### src/rtl/pulse_train_if.sv
// Control/status bundle for pulse_train_gen. The master side loads the train
// parameters and strikes start; the slave side reports pulse_out and progress.
interface pulse_train_if #(
    parameter int CNT_W = 16,
    parameter int TIM_W = 16
);
    logic             start;
    logic             abort;
    logic [CNT_W-1:0] count;
    logic [TIM_W-1:0] high_cycles;
    logic [TIM_W-1:0] low_cycles;
    logic             pulse_out;
    logic             busy;
    logic             done;
    logic [CNT_W-1:0] remaining;

    modport master (
        output start, abort, count, high_cycles, low_cycles,
        input  pulse_out, busy, done, remaining
    );

    modport slave (
        input  start, abort, count, high_cycles, low_cycles,
        output pulse_out, busy, done, remaining
    );
endinterface

### src/rtl/pulse_train_gen.sv
// Programmable pulse train: N pulses, H cycles high then L cycles low each,
// with busy/done status and a count of pulses still outstanding.
module pulse_train_gen #(
    parameter int CNT_W = 16,
    parameter int TIM_W = 16
) (
    input  logic          clk,
    input  logic          resetn,
    pulse_train_if.slave  bus
);
    typedef enum logic [1:0] {IDLE, HIGH, LOW} state_t;

    state_t           state_q, state_d;
    logic             pulse_q, pulse_d;
    logic             busy_q, busy_d;
    logic             done_q, done_d;
    logic [CNT_W-1:0] rem_q, rem_d;
    logic [TIM_W-1:0] timer_q, timer_d;
    logic [TIM_W-1:0] h_q, h_d;
    logic [TIM_W-1:0] l_q, l_d;

    // Zero durations are clamped to one cycle so every phase is visible.
    logic [TIM_W-1:0] h_in, l_in;
    assign h_in = (bus.high_cycles == '0) ? TIM_W'(1) : bus.high_cycles;
    assign l_in = (bus.low_cycles  == '0) ? TIM_W'(1) : bus.low_cycles;

    always_ff @(posedge clk or negedge resetn) begin
        if (!resetn) begin
            state_q <= IDLE;
            pulse_q <= 1'b0;
            busy_q  <= 1'b0;
            done_q  <= 1'b0;
            rem_q   <= '0;
            timer_q <= '0;
            h_q     <= '0;
            l_q     <= '0;
        end else begin
            state_q <= state_d;
            pulse_q <= pulse_d;
            busy_q  <= busy_d;
            done_q  <= done_d;
            rem_q   <= rem_d;
            timer_q <= timer_d;
            h_q     <= h_d;
            l_q     <= l_d;
        end
    end

    always_comb begin
        state_d = state_q;
        pulse_d = pulse_q;
        busy_d  = busy_q;
        done_d  = 1'b0;
        rem_d   = rem_q;
        timer_d = timer_q;
        h_d     = h_q;
        l_d     = l_q;
        if (bus.abort) begin
            state_d = IDLE;
            pulse_d = 1'b0;
            busy_d  = 1'b0;
            rem_d   = '0;
        end else begin
            unique case (state_q)
                IDLE: begin
                    if (bus.start) begin
                        if (bus.count != '0) begin
                            state_d = HIGH;
                            pulse_d = 1'b1;
                            busy_d  = 1'b1;
                            timer_d = h_in - TIM_W'(1);
                            rem_d   = bus.count;
                            h_d     = h_in;
                            l_d     = l_in;
                        end else begin
                            done_d  = 1'b1;
                        end
                    end
                end
                HIGH: begin
                    if (timer_q != '0) begin
                        timer_d = timer_q - TIM_W'(1);
                    end else begin
                        state_d = LOW;
                        pulse_d = 1'b0;
                        timer_d = l_q - TIM_W'(1);
                        rem_d   = rem_q - CNT_W'(1);
                    end
                end
                LOW: begin
                    if (timer_q != '0) begin
                        timer_d = timer_q - TIM_W'(1);
                    end else if (rem_q == '0) begin
                        // Final low phase has fully elapsed: report completion.
                        state_d = IDLE;
                        busy_d  = 1'b0;
                        done_d  = 1'b1;
                    end else begin
                        state_d = HIGH;
                        pulse_d = 1'b1;
                        timer_d = h_q - TIM_W'(1);
                    end
                end
                default: state_d = IDLE;
            endcase
        end
    end

    assign bus.pulse_out = pulse_q;
    assign bus.busy      = busy_q;
    assign bus.done      = done_q;
    assign bus.remaining = rem_q;
endmodule

### src/flat_wrapper.sv
// flat-port wrapper written by rule: the top's interface ports become plain ports
module pulse_train_gen_flat 
#(
    parameter int CNT_W = 16,
    parameter int TIM_W = 16
)
  (clk, resetn, bus_start, bus_abort, bus_count, bus_high_cycles, bus_low_cycles, bus_pulse_out, bus_busy, bus_done, bus_remaining);
  pulse_train_if #(.CNT_W(CNT_W), .TIM_W(TIM_W)) bus_i ();
  input  logic clk;
  input  logic resetn;
  input wire logic [$bits(bus_i.start)-1:0] bus_start;
  input wire logic [$bits(bus_i.abort)-1:0] bus_abort;
  input wire logic [$bits(bus_i.count)-1:0] bus_count;
  input wire logic [$bits(bus_i.high_cycles)-1:0] bus_high_cycles;
  input wire logic [$bits(bus_i.low_cycles)-1:0] bus_low_cycles;
  output wire logic [$bits(bus_i.pulse_out)-1:0] bus_pulse_out;
  output wire logic [$bits(bus_i.busy)-1:0] bus_busy;
  output wire logic [$bits(bus_i.done)-1:0] bus_done;
  output wire logic [$bits(bus_i.remaining)-1:0] bus_remaining;
  assign bus_i.start = bus_start;
  assign bus_i.abort = bus_abort;
  assign bus_i.count = bus_count;
  assign bus_i.high_cycles = bus_high_cycles;
  assign bus_i.low_cycles = bus_low_cycles;
  assign bus_pulse_out = bus_i.pulse_out;
  assign bus_busy = bus_i.busy;
  assign bus_done = bus_i.done;
  assign bus_remaining = bus_i.remaining;
  pulse_train_gen #(.CNT_W(CNT_W), .TIM_W(TIM_W)) u_core (.clk(clk), .resetn(resetn), .bus(bus_i));
endmodule
### config.mk
export PLATFORM = sky130hd
export DESIGN_NAME = pulse_train_gen_flat
export DESIGN_NICKNAME = d
export VERILOG_FILES = /design/src/rtl/pulse_train_if.sv /design/src/rtl/pulse_train_gen.sv /design/src/flat_wrapper.sv
export SDC_FILE = /design/constraint.sdc
export NUM_CORES = 1
export LEC_CHECK = 0
export ABC_AREA = 1
export CAP_MARGIN = 20
export CELL_PAD_IN_SITES_DETAIL_PLACEMENT = 0
export CELL_PAD_IN_SITES_GLOBAL_PLACEMENT = 1
export CORE_ASPECT_RATIO = 1.75
export CORE_MARGIN = 2
export CORE_UTILIZATION = 39
export DETAILED_ROUTE_END_ITERATION = 10
export GPL_TIMING_DRIVEN = 0
export PLACE_DENSITY_LB_ADDON = 0.1
export SETUP_SLACK_MARGIN = 0.1
export SLEW_MARGIN = 25
export SYNTH_ARGS = -nofsm -noshare
export SYNTH_HDL_FRONTEND = slang
export SYNTH_SLANG_ARGS = --single-unit
### constraint.sdc
create_clock -name clk -period 2.3 [get_ports clk]
set_input_delay 0.23 -clock clk [delete_from_list [all_inputs] [get_ports clk]]
set_output_delay 0.23 -clock clk [all_outputs]
set_load 0.03 [all_outputs]
==> impl_metrics.toml <==
[finish]
drive_gt1_share_pct = 9.99
finalNetCount = 1010
diodes = 0
regArea_um2 = 1730
multi_input_area_um2 = 3320
nFillCells = 1467
layout_commonest_cell = "nand2_1"
layout_common_cells = "269 x nand2_1, 113 x nor2_1, 87 x inv_1"
syn_to_final_growth_pct = 26.4

[sta]
hold_viol = 0
worst_slew_pin_slew_ns = 0.567
drv_slew = 0
rsz0062_at_grt = "yes"
fin_skew_ns = 0.00848
tns_ns = 0
layout_setup_ws_ns = 0.214
setup_viol = 0
slew-limit-headroom_pct = 62.2
min_period_ns = 2.09
fin_crit_sh_pct = 90.7
fmax_mhz = 479

[floorplan]
die_w_um = 93.2
start_util_pct = 39.5
coreArea_um2 = 13800
die_area_um2 = 14900
rows = 57
fp.dieH_um = 160
pin_count = 71

[routing]
drc = 0
drt_iter0_drc = 242
drt_first_pass_iters = 5
num_vias = 5802
postRouteWirelength_mm = 18.6
final_antenna_net_count = 0
via_per_inst = 5.14
avgRoutedWirePerCell_um = 16.5

[clock_tree]
cts.sinks = 69
cts_tree = "built"
h-tree-depth = 3
cts_buffer_depth = 2
numCtsBuffers = 9
path_clk_slew_ns = 0.06
clk_latency_ns = 0.33
clockRootBuffer = "clkbuf_16"

[worst_setup_path]
critPathMaxStageDelay_ns = 0.40
startpoint_type = "register"
r2r-start = "u_core.state_q[1]"
r2r_cells = 12
r2r_slack_ns = 0.21
critPathMostFrequentCell = "inv_2"
required_ns = 2.52
crit_arrival_ns = 2.31
cp-end-kind = "register"
path_max_fanout = 10
path_delay_family = "buffers and inverters"
worst-setup-path-type = "register to register"
slowest_stage = "dfrtp_1"
reg2reg_to = "u_core.bus.remaining[8]"
cp.buffers_inverters = 6
crit_chain = "inv_1, ha_4, inv_2, nor2_2, inv_2, nor2_2, inv_2, o211ai_4, inv_4, buf_6, nand2_1, nand2_1"

[global_route]
grt_start_max_net_pins = 39
track_usage_pct = 26.3
antenna_found_initial = 0
first_global_vias = 5985
global_route.overflow_total = 0
grt_pass1_wl_mm = 30.4

[synth]
synth.net_count = 923
avgSynthCellArea_um2 = 6.32
yosysTopAreaCellShare_pct = 31.8
async_reset_ff_share_pct = 100
yosysTopAreaCell = "dfrtp_1"
netlist_instances = 860
ys_ff_latch = 69
synth_area_um2 = 5430
yosysWarnings = 0
synth_cell_types = 41
yosys-top-cells-area = "dfrtp_1 32%, nand2_1 19%, nor2_1 8.2%, inv_1 6.4%, nand3_1 6.4%"
synth_seq_area_share_pct = 31.8
synth_edf_count = 0
ys.flop_type = "dfrtp_1"

[place]
portBuffers = 70
gp_congestion = 0.919
dp_hpwl_mm = 15.2
dpl_worst_slack_ns = -0.495

[run]
maxCapViolations = 0

[power]
power_mw = 9.06
powerDensity_nw_per_um2 = 1320
ir_drop_mv = 0.708
power_leakage_nw = 3.16

[hold_path]
hold_path.class = "input pin to asynchronous set/reset pin"

[status]
status = "complete, no violations"
-- per-layer routing --
metal / part of all wire, % / track usage [%] / vias up
li1: - / - / 2926
met1: 37 / 27.8 / 2694
met2: 55 / 49.8 / 135
met3: 2.9 / 2.88 / 47
met4: 5.0 / 13.0 / 0
met5: 0 / 0 / -
-- cell usage after synthesis, types with 3 or more instances --
library cell,n
xnor2_1,5
o211ai_1,3
ha_1,11
clkbuf_1,11
nor2_4,4
nor2_1,119
nand3b_1,3
nand4_1,8
dfrtp_1,69
inv_2,8
a21oi_1,31
nor2_2,10
nand2_1,271
o21ai_1,14
a22oi_1,5
nor4_1,5
xor2_1,19
buf_2,3
nor3_1,5
nand3_1,69
o21ai_0,64
o22ai_1,4
inv_1,92
nand2_2,3
-- layout make-up --
class | instances | area share [%]
inverters | 103 | 5.85
plain buffers | 19 | 1.75
clock inverters | 5 | 1.46
repair buffers | 76 | 10.9
multi-input cells | 669 | 48.4
clock buffers | 10 | 3.33
well taps | 177 | 3.22
flip-flops and latches | 69 | 25.1
-- logic make-up after synthesis --
family                     after synthesis  share of synthesized area [%]
adders and majority gates               11                           2.53
AOI/OAI and AO/OA                      131                           13.4
xor gates and xnor gates                24                           3.87
and+or+nand+nor                        503                           39.4
buffers and inverters                  122                           9.00
DFF                                     69                           31.8
-- power breakdown --
part / internal, mW / switching, mW
registers: 1.78 / 0.663
clock network: 1.05 / 0.521
logic: 1.71 / 3.34
total: 4.54 / 4.53
-- flip-flops by register name (all words and copies together) (netlist names) --
signal	cells
u_core.h_q	16
u_core.state_q	2
u_core.l_q	16
u_core.bus.remaining	16
u_core.bus.pulse_out	1
u_core.bus.done	1
u_core.timer_q	16
u_core.bus.busy	1
-- metrics by stage --
step	cell area, µm²	util (%)	std cells	hold slack [ns]
after CTS	6730	48.9	1124	0.363
after global placement	6360	46.2	1107	0.481
after global routing	6870	49.9	1128	0.413
final	6870	49.9	1128	0.381
after floorplan	5430	-	860	-0.0656
after detailed placement	6370	46.3	1108	0.194
-- worst max path at each step --
stage,slack [ns],from,endpoint,cells past startpoint
final,0.21,u_core.state_q[1],u_core.bus.remaining[8],12
after global routing,0.02,u_core.state_q[1],u_core.bus.remaining[15],12
after CTS,0.05,bus_high_cycles[4],u_core.timer_q[10],16
after detailed placement,-0.49,bus_high_cycles[9],u_core.timer_q[10],16
after global placement,-1.48,resetn,u_core.h_q[12],1
after floorplan,0.42,u_core.bus.remaining[0],u_core.timer_q[2],12
-- timing repair --
item | 4_1_cts | 5_1_grt
hold endpoints to repair | 31 | 0
pin swaps | 0 | 3
gates resized for setup | 22 | 42
buffers inserted | 0 | 4
endpoints found under the setup margin | 36 | 63
hold buffers | 1 | 0
No activity file was read; power rests on OpenSTA's default activity.
